$ cat config.mk
export PLATFORM = sky130hd
export DESIGN_NAME = uart_rx_deserializer_flat
export DESIGN_NICKNAME = d
export VERILOG_FILES = /design/src/rtl/uart_rx_deserializer_if.sv /design/src/rtl/uart_rx_deserializer.sv /design/src/flat_wrapper.sv
export SDC_FILE = /design/constraint.sdc
export NUM_CORES = 1
export LEC_CHECK = 0
export BUFFER_PORTS_ARGS = -buffer_cell sky130_fd_sc_hd__buf_2
export CAP_MARGIN = 20
export CORE_ASPECT_RATIO = 0.5
export CORE_MARGIN = 2
export CORE_UTILIZATION = 45
export DETAILED_ROUTE_END_ITERATION = 6
export PLACE_DENSITY = 0.66
export SETUP_SLACK_MARGIN = 0.5
export SYNTH_ARGS = -nofsm -noshare
export SYNTH_HDL_FRONTEND = slang
export SYNTH_SLANG_ARGS = --single-unit
$ cat constraint.sdc
create_clock -name clk -period 2.8 [get_ports clk]
set_input_delay 0.14 -clock clk [delete_from_list [all_inputs] [get_ports clk]]
set_output_delay 0.14 -clock clk [all_outputs]
set_load 0.005 [all_outputs]
$ cat src/rtl/uart_rx_deserializer_if.sv
// Output-side handshake bundle of the UART receiver.
//   data        received word, valid while data_valid=1
//   data_valid  holding register full
//   data_ready  consumer accepts the word when data_valid & data_ready
//   parity_err  parity mismatch of the held word
//   frame_err   a stop bit of the held word was sampled low
//   overrun     one-cycle pulse: a completed frame was dropped
// master: the receiver; slave: the consumer.
interface uart_rx_deserializer_if #(
  parameter int unsigned DATA_BITS = 8
);
  logic [DATA_BITS-1:0] data;
  logic                 data_valid;
  logic                 data_ready;
  logic                 parity_err;
  logic                 frame_err;
  logic                 overrun;

  modport master (
    output data, data_valid, parity_err, frame_err, overrun,
    input  data_ready
  );

  modport slave (
    input  data, data_valid, parity_err, frame_err, overrun,
    output data_ready
  );
endinterface

$ cat src/rtl/uart_rx_deserializer.sv
// Self-timed UART receive datapath: synchronises rx, detects the start
// bit, samples every bit at mid-period from an internal baud counter and
// presents the assembled word on a valid/ready holding register.
// Ports:
//   clk, rst  clock, synchronous active-high reset
//   rx        asynchronous serial input, idle high
//   rx_en     receiver enable; gates acceptance of new start bits only
//   out_if    word, valid/ready handshake, parity/frame/overrun status
//   busy      high whenever the receiver is not idle
module uart_rx_deserializer #(
  parameter int unsigned CLKS_PER_BIT = 868,
  parameter int unsigned DATA_BITS    = 8,
  parameter int unsigned PARITY_EN    = 0,
  parameter int unsigned PARITY_ODD   = 0,
  parameter int unsigned STOP_BITS    = 1,
  parameter int unsigned LSB_FIRST    = 1,
  parameter int unsigned SYNC_STAGES  = 2
) (
  input  logic                    clk,
  input  logic                    rst,
  input  logic                    rx,
  input  logic                    rx_en,
  uart_rx_deserializer_if.master  out_if,
  output logic                    busy
);

  localparam int unsigned BAUD_W = $clog2(CLKS_PER_BIT);
  localparam int unsigned CNT_W  = $clog2(DATA_BITS);

  typedef enum logic [2:0] {IDLE, START, DATA, PARITY, STOP} state_t;

  state_t                 state;
  logic [SYNC_STAGES-1:0] sync;
  logic                   rx_s;
  logic                   rx_s_prev;
  logic                   start_edge;
  logic                   sample;
  logic [BAUD_W-1:0]      baud;
  logic [CNT_W-1:0]       bit_cnt;
  logic [DATA_BITS-1:0]   shift;
  logic                   par_err_r;
  logic                   frame_err_r;
  logic                   complete;
  logic                   can_load;

  assign rx_s       = sync[SYNC_STAGES-1];
  assign start_edge = rx_s_prev & ~rx_s;
  assign sample     = (baud == '0);
  // Final stop sample: the word is handed over at the end of this cycle,
  // so the last stop bit's level is folded in directly below.
  assign complete   = (state == STOP) && sample && (bit_cnt == CNT_W'(STOP_BITS - 1));
  assign can_load   = ~out_if.data_valid | out_if.data_ready;

  always_ff @(posedge clk) begin
    if (rst) begin
      sync      <= '1;
      rx_s_prev <= 1'b1;
    end else begin
      sync      <= {sync[SYNC_STAGES-2:0], rx};
      rx_s_prev <= rx_s;
    end
  end

  always_ff @(posedge clk) begin
    if (rst) begin
      state       <= IDLE;
      baud        <= '0;
      bit_cnt     <= '0;
      shift       <= '0;
      par_err_r   <= 1'b0;
      frame_err_r <= 1'b0;
      busy        <= 1'b0;
    end else begin
      if (state != IDLE)
        baud <= sample ? BAUD_W'(CLKS_PER_BIT - 1) : baud - 1'b1;
      case (state)
        IDLE: begin
          if (start_edge && rx_en) begin
            state       <= START;
            baud        <= BAUD_W'(CLKS_PER_BIT / 2 - 1);
            busy        <= 1'b1;
            par_err_r   <= 1'b0;
            frame_err_r <= 1'b0;
          end
        end
        START: begin
          if (sample) begin
            if (rx_s) begin
              state <= IDLE;
              busy  <= 1'b0;
            end else begin
              state   <= DATA;
              bit_cnt <= '0;
            end
          end
        end
        DATA: begin
          if (sample) begin
            if (LSB_FIRST != 0)
              shift <= {rx_s, shift[DATA_BITS-1:1]};
            else
              shift <= {shift[DATA_BITS-2:0], rx_s};
            if (bit_cnt == CNT_W'(DATA_BITS - 1)) begin
              bit_cnt <= '0;
              state   <= (PARITY_EN != 0) ? PARITY : STOP;
            end else begin
              bit_cnt <= bit_cnt + 1'b1;
            end
          end
        end
        PARITY: begin
          if (sample) begin
            par_err_r <= ^shift ^ rx_s ^ 1'(PARITY_ODD);
            state     <= STOP;
          end
        end
        STOP: begin
          if (sample) begin
            if (!rx_s)
              frame_err_r <= 1'b1;
            if (complete) begin
              state <= IDLE;
              busy  <= 1'b0;
            end else begin
              bit_cnt <= bit_cnt + 1'b1;
            end
          end
        end
        default: begin
          state <= IDLE;
          busy  <= 1'b0;
        end
      endcase
    end
  end

  always_ff @(posedge clk) begin
    if (rst) begin
      out_if.data       <= '0;
      out_if.data_valid <= 1'b0;
      out_if.parity_err <= 1'b0;
      out_if.frame_err  <= 1'b0;
      out_if.overrun    <= 1'b0;
    end else begin
      out_if.overrun <= complete & ~can_load;
      if (complete && can_load) begin
        out_if.data       <= shift;
        out_if.data_valid <= 1'b1;
        out_if.parity_err <= par_err_r;
        out_if.frame_err  <= frame_err_r | ~rx_s;
      end else if (out_if.data_valid && out_if.data_ready) begin
        out_if.data_valid <= 1'b0;
      end
    end
  end

endmodule
$ cat src/flat_wrapper.sv
// flat-port wrapper written by rule: the top's interface ports become plain ports
module uart_rx_deserializer_flat 
#(
  parameter int unsigned CLKS_PER_BIT = 868,
  parameter int unsigned DATA_BITS    = 8,
  parameter int unsigned PARITY_EN    = 0,
  parameter int unsigned PARITY_ODD   = 0,
  parameter int unsigned STOP_BITS    = 1,
  parameter int unsigned LSB_FIRST    = 1,
  parameter int unsigned SYNC_STAGES  = 2
)
  (clk, rst, rx, rx_en, busy, out_if_data, out_if_data_valid, out_if_parity_err, out_if_frame_err, out_if_overrun, out_if_data_ready);
  uart_rx_deserializer_if #(.DATA_BITS(DATA_BITS)) out_if_i ();
  input  logic clk;
  input  logic rst;
  input  logic rx;
  input  logic rx_en;
  output logic busy;
  output wire logic [$bits(out_if_i.data)-1:0] out_if_data;
  output wire logic [$bits(out_if_i.data_valid)-1:0] out_if_data_valid;
  output wire logic [$bits(out_if_i.parity_err)-1:0] out_if_parity_err;
  output wire logic [$bits(out_if_i.frame_err)-1:0] out_if_frame_err;
  output wire logic [$bits(out_if_i.overrun)-1:0] out_if_overrun;
  input wire logic [$bits(out_if_i.data_ready)-1:0] out_if_data_ready;
  assign out_if_data = out_if_i.data;
  assign out_if_data_valid = out_if_i.data_valid;
  assign out_if_parity_err = out_if_i.parity_err;
  assign out_if_frame_err = out_if_i.frame_err;
  assign out_if_overrun = out_if_i.overrun;
  assign out_if_i.data_ready = out_if_data_ready;
  uart_rx_deserializer #(.CLKS_PER_BIT(CLKS_PER_BIT), .DATA_BITS(DATA_BITS), .PARITY_EN(PARITY_EN), .PARITY_ODD(PARITY_ODD), .STOP_BITS(STOP_BITS), .LSB_FIRST(LSB_FIRST), .SYNC_STAGES(SYNC_STAGES)) u_core (.clk(clk), .rst(rst), .rx(rx), .rx_en(rx_en), .out_if(out_if_i), .busy(busy));
endmodule
* Yosys cells after proc, flatten, opt, wreduce, memory -nomap -nowiden *
Cells that the tools add are included.

operators by class
  add/sub/neg operators = 2
  eq/ne operators = 16
  multiplexer cells = 34
  bitwise logic cells = 9
  reductions and logical operators = 21

operators with widths
  operator                                            number
  two-way mux 10 bit                                  4
  two-way mux 3 bit                                   13
  != test 2 x 1 -> 1 bit, second input constant       8
  one-hot mux 3 bit (5 select lines)                  1
  AND reduction 6 bit                                 2
  two-way mux 1 bit                                   11
  zero test 10 bit                                    1
  subtractor 10 x 1 -> 10 bit, second input constant  1
  one-hot mux 3 bit (3 select lines)                  1
  XOR reduction 8 bit                                 1
  AND reduction 7 bit                                 1
  == test 3 x 2 -> 1 bit, second input constant       2
  == test 3 bit, second input constant                2
  zero test 3 bit                                     2
  != test 2 bit, second input constant                3
  nonzero test 2 bit                                  3
  nonzero test 3 bit                                  2
  logical AND 1 bit                                   5
  NOT 1 bit                                           4
  one-hot mux 1 bit (2 select lines)                  2
  one-hot mux 1 bit (4 select lines)                  1
  AND reduction 4 bit                                 1
  adder 3 x 1 -> 3 bit, second input constant         1
  == test 3 x 1 -> 1 bit, second input constant       1
  other kinds (7)                                     9

storage, ports and cells
  flip-flop bits (word level) = 42
  input port bits = 5
  output and inout bits = 13
  logic and storage cells = 96

* Depth between registers and ports, before layout *
Gate-level depths: netlist (run 1).

  depth in word-level cells = 6
  mapped depth = 9
  gate-level depth less buffers = 7

* Worst setup path before layout (run 1) *
No wires, ideal clock.

  path type = reg2reg
  from = reg u_core.baud[0]
  to = reg u_core.shift[1]
  library setup time = 0.128 ns
  arrival time = 2.198 ns
  data required time = 2.672 ns
  setup slack = 0.474 ns
  stages on the path, launching flop included = 10
  buffers on the path = 2
  clock period less this slack = 2.326 ns
  cells stage by stage = dfxtp_1 > inv_1 > ha_1 > or3b_2 > or4_4 > buf_6 > or3_1 > buf_6 > mux2i_1 > nor2_1

between the ends
  word-level cells in the longest chain between the ends = 2

RTL lines
  element                               line                         RTL
  start: declaration                    uart_rx_deserializer.sv:38   logic [BAUD_W-1:0] baud;
  start signal: assignment              uart_rx_deserializer.sv:75   baud <= sample ? BAUD_W'(CLKS_PER_BIT - 1) : baud - 1'b1;
  start signal: assignment              uart_rx_deserializer.sv:80   baud <= BAUD_W'(CLKS_PER_BIT / 2 - 1);
  zero test 10 bit                      uart_rx_deserializer.sv:48   assign sample = (baud == '0);
  AND reduction 2 bit (no source line)  -
  end signal: assignment                uart_rx_deserializer.sv:100  shift <= {rx_s, shift[DATA_BITS-1:1]};
  end signal: assignment                uart_rx_deserializer.sv:102  shift <= {shift[DATA_BITS-2:0], rx_s};
  end: declaration                      uart_rx_deserializer.sv:40   logic [DATA_BITS-1:0] shift;

No other way between the ends.
A chain may end at the register's enable or synchronous reset.

* Worst setup path in the final report (run 1) *
  from = reg u_core.baud[0]
  to = reg u_core.out_if.data[7]

between the ends
  word-level cells in the longest chain between the ends = 4

RTL lines
  element                         line                           RTL
  zero test 10 bit                uart_rx_deserializer.sv:48
  logical AND 1 bit (2 in a row)  uart_rx_deserializer.sv:51     assign complete = (state == STOP) && sample && (bit_cnt == CNT_W'(STOP_BITS - 1));
  logical AND 1 bit               uart_rx_deserializer.sv:146    if (complete && can_load) begin
  end signal: assignment          uart_rx_deserializer.sv:147    out_if.data <= shift;
  end: declaration                uart_rx_deserializer_if.sv:20  output data, data_valid, parity_err, frame_err, overrun,

No other way between the ends.

==> reports/qor.yml, run 1 <==
run_status:
  run_status: "completed"
sta:
  finalClockSkew_ns: 0.00749
  tns_ns: 0
  worst_pin_slew_ns: 0.724
  max_freq_mhz: 432
  slew_headroom_pct: 51.7
  post-route-min-period_ns: 2.31
  grt_setup_unrepaired: "true"
  hold_viol_final: 0
  fin_crit_sh_pct: 82.6
  timing.hold.ws_ns: 0.0310
  slew_violations: 0
  setup_viol: 0
setup_path:
  crit_slowest_cell: "or4_4"
  crit_path_start_kind: "register"
  path_delay_family: "simple AND/OR/NAND/NOR gates"
  crit_path_end_kind: "register"
  required_ns: 2.96
  cp_max_fo: 5
  r2r_start: "u_core.baud[0]"
  cp_data_arrival_time_ns: 2.47
  r2r_cells: 8
  worst_r2r_endpoint: "u_core.out_if.data[7]"
  r2r_setup_slack_ns: 0.49
  path_cells: "inv_2 > ha_4 > or3b_4 > or4_4 > nor3b_4 > buf_4 > mux2i_1 > nor2_1"
  worstSetupPathType: "reg -> reg"
  max_stage_delay_ns: 0.54
  path_buf_inv: 2
floorplan:
  initial_core_util_pct: 48.0
  dieWidth_um: 96.2
  num_rows: 16
  dieHeight_um: 50.1
  dieArea_sq_um: 4810
  core-area_sq_um: 3980
  pin_count: 18
cts:
  cts_sinks: 42
  clk_latency_ns: 0.30
  cts_made_buffers: 5
  cts.clk_slew.worst_paths_ns: 0.08
  cts_tree: "yes"
  h-tree-depth: 2
  cts-root-buf: "clkbuf_8"
  hold_buffers: 0
  clk_path_buf_depth: 2
yosys:
  ys_seq_elements: 42
  synth_xor_area_share_pct: 5.50
  synthSimpleGateAreaFrac_pct: 22.6
  syn_inst: 210
  synth_area_leaders: "dfxtp_1, mux2i_1, nor2_1"
  synth-compound-area-share_pct: 11.1
  syn_area_sq_um: 1910
  syn-num-nets: 219
  synth_fa_ha_area_share_pct: 2.62
  async_flop_share_pct: 0
  synth_cell_types: 41
  yosys_warnings: 0
  synth-seq-area-share_pct: 44.0
  synth_ff_type: "dfxtp_1"
  yosys.area.top_type: "dfxtp_1"
  synth_top_family_by_area: "simple AND/OR/NAND/NOR gates"
  synth_edf_count: 0
  netlist.area_leader.share_pct: 44.0
  yosys-mux-area-fraction_pct: 9.43
  postSynthAreaPerCell_sq_um: 9.10
finish:
  layout.cells.non_filler: 284
  final.fill_count: 369
  multi_input_comb_area_sq_um: 1010
  post-route-util_pct: 55.1
  antenna_cells: 0
  seq_area_sq_um: 846
  layout_commonest_cell: "dfxtp_1"
  areaGrowthSynthToFinish_pct: 14.8
  nNetsFinal: 238
  drive_above_1_share_pct: 20.9
  layout_common_cells: "dfxtp_1, nor2_1, mux2i_1"
routing:
  drt_pass1_iterations: 4
  via_per_inst: 5.40
  wire_per_inst_um: 13.9
  ant_nets: 0
  vias: 1534
  wl_mm: 3.96
  drtIter0Drc: 112
  drc: 0
run:
  max_cap_violations: 0
min_path:
  hold_depth: 2
  hold_path_class: "in -> reg"
  holdCritStartpoint: "rx"
  min_to: "u_core.sync[0]"
global_routing:
  grt_pass1_wl_mm: 6.64
  track_usage_pct: 17.8
  antenna_found_initial: 0
  grt_max_degree: 42
  grt_overflow: 0
  grt_pass1_vias: 1452
pwr:
  internal_power_uw: 933
  swShare_pct: 24.5
  p_switching_uw: 303
  pwr-share-clk_pct: 38.3
  p_leak_nw: 0.865
  p_total_mw: 1.24
  power_density_nw_per_um2: 564
  ir_drop_mv: 0.296
  power_frac_seq_pct: 50.5
  p_comb_share_pct: 11.3
placed_design:
  gp_congestion: 0.832
  dpl.cell_count: 272
  hpwl_mm: 2.48
  port_buffers: 17
[through the flow]
| step | setup slack [ns] | cell area, sq um |
|---|---|---|
| floorplan | 0.519 | 1910 |
| global route | 0.378 | 2190 |
| global placement | 0.396 | 2020 |
| finish | 0.487 | 2190 |
| CTS | 0.505 | 2140 |
| detailed placement | 0.350 | 2020 |
[flip-flops by register name, indices dropped and copies added (netlist names), 2 cells and up]
register,count
u_core.baud,10
u_core.shift,8
u_core.sync,2
u_core.state,3
u_core.bit_cnt,3
u_core.out_if.data,8
[power by group through the flow]
stage	Combinational (mW)	Sequential, mW	Clock, mW
2_1_floorplan	0.104	0.631	0
3_3_place_gp	0.120	0.636	0
3_5_place_dp	0.121	0.637	0
4_1_cts	0.123	0.623	0.482
5_1_grt	0.151	0.626	0.510
6_report	0.139	0.624	0.473
[worst max path at each step]
stage,start,end,slack (ns),cells after the start
after floorplan,u_core.baud[7],u_core.shift[1],0.52,7
after global placement,u_core.baud[7],u_core.shift[4],0.40,5
after detailed placement,u_core.baud[7],u_core.shift[5],0.35,5
after CTS,u_core.baud[7],u_core.out_if.data[6],0.51,6
after global routing,u_core.baud[0],u_core.out_if.data[0],0.38,8
final,u_core.baud[0],u_core.out_if.data[7],0.49,8
[logic make-up after synthesis]
family | after synthesis
mux | 18
flops | 42
simple gates | 83
xor+xnor | 12
compound gates | 32
fa+ha+maj | 4
buf+inv | 19
[routing by layer]
metal	track usage, %	wire [um]	share of wire (%)	up-vias
met2	27.5	1760	44	42
li1	-	-	-	776
met5	0	0	0	-
met4	3.81	14	0.35	0
met1	24.7	1970	50	714
met3	4.74	221	5.6	2
[cell type report]
class                   instances  area share, %
clock buffers                   5           3.14
clock inverters                 3           1.83
inverters                       8           1.37
multi-input cells             150           46.3
flip-flops and latches         42           38.6
well taps                      54           3.08
repair buffers                 22           5.76
[cell usage after synthesis, drive strengths merged (6+ instances only)]
cell type  number
mux2i          18
inv             8
or2             6
nor3            7
a21oi          12
nand2          13
nor2           29
clkbuf          8
dfxtp          42
xnor2          10
[what timing repair did]
action	CTS	global route
pin swaps	1	3
setup endpoints to repair	15	19
resized for setup	2	10
cloned	0	2
buffers inserted	0	2
(Power assumes the default switching activity.)
==> inputs of run 2 (changes only) <==
--- a/config.mk
+++ b/config.mk
@@ -5,13 +5,14 @@
 export SDC_FILE = /design/constraint.sdc
 export NUM_CORES = 1
 export LEC_CHECK = 0
+export ABC_AREA = 1
 export BUFFER_PORTS_ARGS = -buffer_cell sky130_fd_sc_hd__buf_2
 export CAP_MARGIN = 20
 export CORE_ASPECT_RATIO = 0.5
 export CORE_MARGIN = 2
 export CORE_UTILIZATION = 45
 export DETAILED_ROUTE_END_ITERATION = 6
-export PLACE_DENSITY = 0.66
+export PLACE_DENSITY = 0.68
 export SETUP_SLACK_MARGIN = 0.5
 export SYNTH_ARGS = -nofsm -noshare
 export SYNTH_HDL_FRONTEND = slang
==> constraint.sdc (replaced) <==
create_clock -name clk -period 2.04 [get_ports clk]
set_input_delay 0.102 -clock clk [delete_from_list [all_inputs] [get_ports clk]]
set_output_delay 0.102 -clock clk [all_outputs]
set_load 0.005 [all_outputs]
==> run 2 against run 1 <==
Compared with the run above: flip-flop and latch count stayed put; global-route usage is 1.8 points higher; final cell count is 49% higher; clock skew is 0.0012 ns lower; sequential share of layout area is 7.4 points lower; hold slack better by 0.074 ns; critical path depth is 2 higher; total power grew to 2.9 times the previous value; synthesized area is 16% higher; register-to-register slack worse by 0.03 ns; first-iteration DRC count is 2.7% higher; worst setup slack worse by 0.028 ns; critical endpoint is now u_core.state[1].
==> reports/qor.yml, run 2 <==
cts:
  clk_path_buf_depth: 2  # unchanged
  h-tree-depth: 2  # unchanged
  cts_made_buffers: 5  # unchanged
  cts-root-buf: "clkbuf_8"
  cts_sinks: 42  # unchanged
  cts.clk_slew.worst_paths_ns: 0.09  # about the same
  clk_latency_ns: 0.31  # about the same
  cts_tree: "yes"
placed_design:
  port_buffers: 17  # unchanged
  hpwl_mm: 3.38  # +36%
  dpl.cell_count: 398  # +46%
  gp_congestion: 0.919  # +10%
sta:
  slew_violations: 0  # unchanged
  timing.hold.ws_ns: 0.105  # +0.0736 ns
  tns_ns: 0  # unchanged
  max_freq_mhz: 632  # +46%
  finalClockSkew_ns: 0.00625  # -0.00124 ns
  hold_viol_final: 0  # unchanged
  post-route-min-period_ns: 1.58  # -0.732 ns
  grt_setup_unrepaired: "true"
  worst_pin_slew_ns: 0.544  # -0.180 ns
  fin_crit_sh_pct: 77.5  # -5.1 points
  setup_viol: 0  # unchanged
  slew_headroom_pct: 63.7  # +12 points
routing:
  via_per_inst: 5.00  # -7.5%
  drt_pass1_iterations: 5  # +1
  wire_per_inst_um: 12.3  # -12%
  ant_nets: 0  # unchanged
  drc: 0  # unchanged
  vias: 2114  # +38%
  drtIter0Drc: 115  # +2.7%
  wl_mm: 5.22  # +32%
yosys:
  yosys-top-cells-count: "nand2_1, dfxtp_1, inv_1, a21oi_1, nor2_1"
  syn_area_sq_um: 2220  # +16%
  async_flop_share_pct: 0  # unchanged
  syn-num-nets: 331  # +51%
  synth_cell_types: 34  # -17%
  ys_seq_elements: 42  # unchanged
  netlist.area_leader.share_pct: 37.8  # -6.2 points
  synth_most_common_cell: "nand2_1"
  syn_inst: 322  # +53%
  yosys_warnings: 0  # unchanged
  synth_area_leaders: "dfxtp_1, nand2_1, a21oi_1"
  synth_ff_type: "dfxtp_1"
  synth_edf_count: 0  # unchanged
  postSynthAreaPerCell_sq_um: 6.90  # -24%
  yosys.area.top_type: "dfxtp_1"
  synth-seq-area-share_pct: 37.8  # -6.2 points
setup_path:
  cp_data_arrival_time_ns: 1.82  # -0.65 ns
  crit_path_start_kind: "register"
  cp_max_fo: 7  # +2
  required_ns: 2.28  # -0.68 ns
  worstSetupPathType: "reg -> reg"
  crit_path_end_kind: "register"
finish:
  antenna_cells: 0  # unchanged
  final.fill_count: 432  # +17%
  nNetsFinal: 361  # +52%
  layout.cells.non_filler: 423  # +49%
  drive_above_1_share_pct: 26.3  # +5.5 points
  multi_input_comb_area_sq_um: 1320  # +30%
  areaGrowthSynthToFinish_pct: 22.6
  post-route-util_pct: 56.3  # +1.2 points
  largest-register: "u_core.baud"
  layout_common_cells: "nand2_1, dfxtp_1, inv_1"
  seq_area_sq_um: 848  # +0.30%
  largest_registers: "u_core.baud x10, u_core.out_if.data x8, u_core.shift x8"
  largest_reg_flops: 10  # unchanged
  layout_commonest_cell: "nand2_1"
floorplan:
  initial_core_util_pct: 45.9  # -2.1 points
  dieArea_sq_um: 5550  # +15%
  dieHeight_um: 53.7  # +7.2%
  num_rows: 18  # +2
  core-area_sq_um: 4840  # +22%
  dieWidth_um: 103  # +7.5%
  pin_count: 18  # unchanged
global_routing:
  grt_pass1_vias: 1849  # +27%
  track_usage_pct: 19.5  # +1.8 points
  grt.met1_usage_pct: 24.2  # -0.52 points
  grt_use_met2_pct: 33.9  # +6.3 points
  grt_max_degree: 28  # -33%
  grt.busiest_layer: "met2"
  grt_overflow: 0  # unchanged
  use_met3_pct: 5.58  # +0.84 points
  grt_pass1_wl_mm: 8.29  # +25%
  antenna_found_initial: 0  # unchanged
pwr:
  p_leak_nw: 1.24  # +43%
  power_density_nw_per_um2: 1310  # +130%
  ir_drop_mv: 0.513  # +73%
run_status:
  run_status: "completed"
run:
  max_cap_violations: 0  # unchanged
min_path:
  hold_path_class: "in -> reg"
## run 2: cell count changes after synthesis, sizes merged, moves of 3 or more
cell	delta
nand2	+80
nor4	-4
mux2i	-18
a211oi	-3
nand3	+17
o21ai	+12
inv	+32
nand2b	-3
xnor2	-7
a21oi	+20
or3	-4
a311oi	-3
nor2	+6
## run 2: area by class of cell
| cell class | instances | area share [%] |
|---|---|---|
| repair inverters | 1 | 0.322 |
| repair buffers | 31 | 7.35 |
| flip-flops and latches | 42 | 31.1 |
| inverters | 41 | 5.93 |
| well taps | 70 | 3.22 |
| multi-input cells | 230 | 48.6 |
| clock inverters | 3 | 0.919 |
| clock buffers | 5 | 2.53 |
## run 2: metal layers
metal	up-vias	share of wire, %
li1	1083	-
met1	968	47
met2	54	46
met3	9	5.1
met4	0	1.2
met5	-	0
## run 2: timing repair
action	in CTS	in global routing
pin swaps	5	14
endpoints found under the setup margin	27	29
resized for setup	11	34
gates cloned	3	0
endpoints found under the hold margin	1	0
buffers inserted	4	9
hold buffers	1	0
## run 2: logic make-up after synthesis
kind of cell	count (synthesis)	share of synthesized area (%)
buffers and inverters	52	9.68
adder cells (fa/ha/maj)	4	2.25
flip-flops	42	37.8
AO/OA/AOI/OAI	51	12.0
AND/OR/NAND/NOR	166	35.4
XOR/XNOR	7	2.76
## run 2: path summary, 6_finish.rpt
| check | startpoint | end | slack (ns) | cells past startpoint |
|---|---|---|---|---|
| setup / recovery | u_core.baud[0] | u_core.state[1] | 0.46 | 10 |
| hold / removal | out_if_data_ready | u_core.out_if.overrun | 0.10 | 4 |
| setup reg to reg | u_core.baud[0] | u_core.state[1] | 0.46 | 10 |
| hold reg to reg | u_core.sync[0] | u_core.sync[1] | 0.43 | 1 |
## run 2: stage by stage
step / total power [mW] / setup slack (ns) / instance area, sq um
3_5_place_dp: 2.51 / 0.237 / 2340
3_3_place_gp: 2.46 / 0.306 / 2340
2_1_floorplan: 2.31 / 0.544 / 2230
4_1_cts: 3.30 / 0.471 / 2530
6_report: 3.58 / 0.459 / 2720
5_1_grt: 3.84 / 0.376 / 2720
## run 2: power breakdown
| group | switching, mW | total [mW] | internal [mW] |
|---|---|---|---|
| clock network | 0.327 | 0.574 | 0.247 |
| logic | 1.11 | 1.88 | 0.770 |
| registers | 0.168 | 1.13 | 0.962 |
## run 2: worst max-delay path, stage by stage (launching register included)
cell     delay (ns)
dfxtp_2        0.33
inv_2          0.07
ha_4           0.15
nand2_4        0.05
nor2_4         0.14
nand2_4        0.10
buf_6          0.14
o21ai_4        0.23
buf_4          0.15
a21oi_1        0.05
nor2_1         0.10
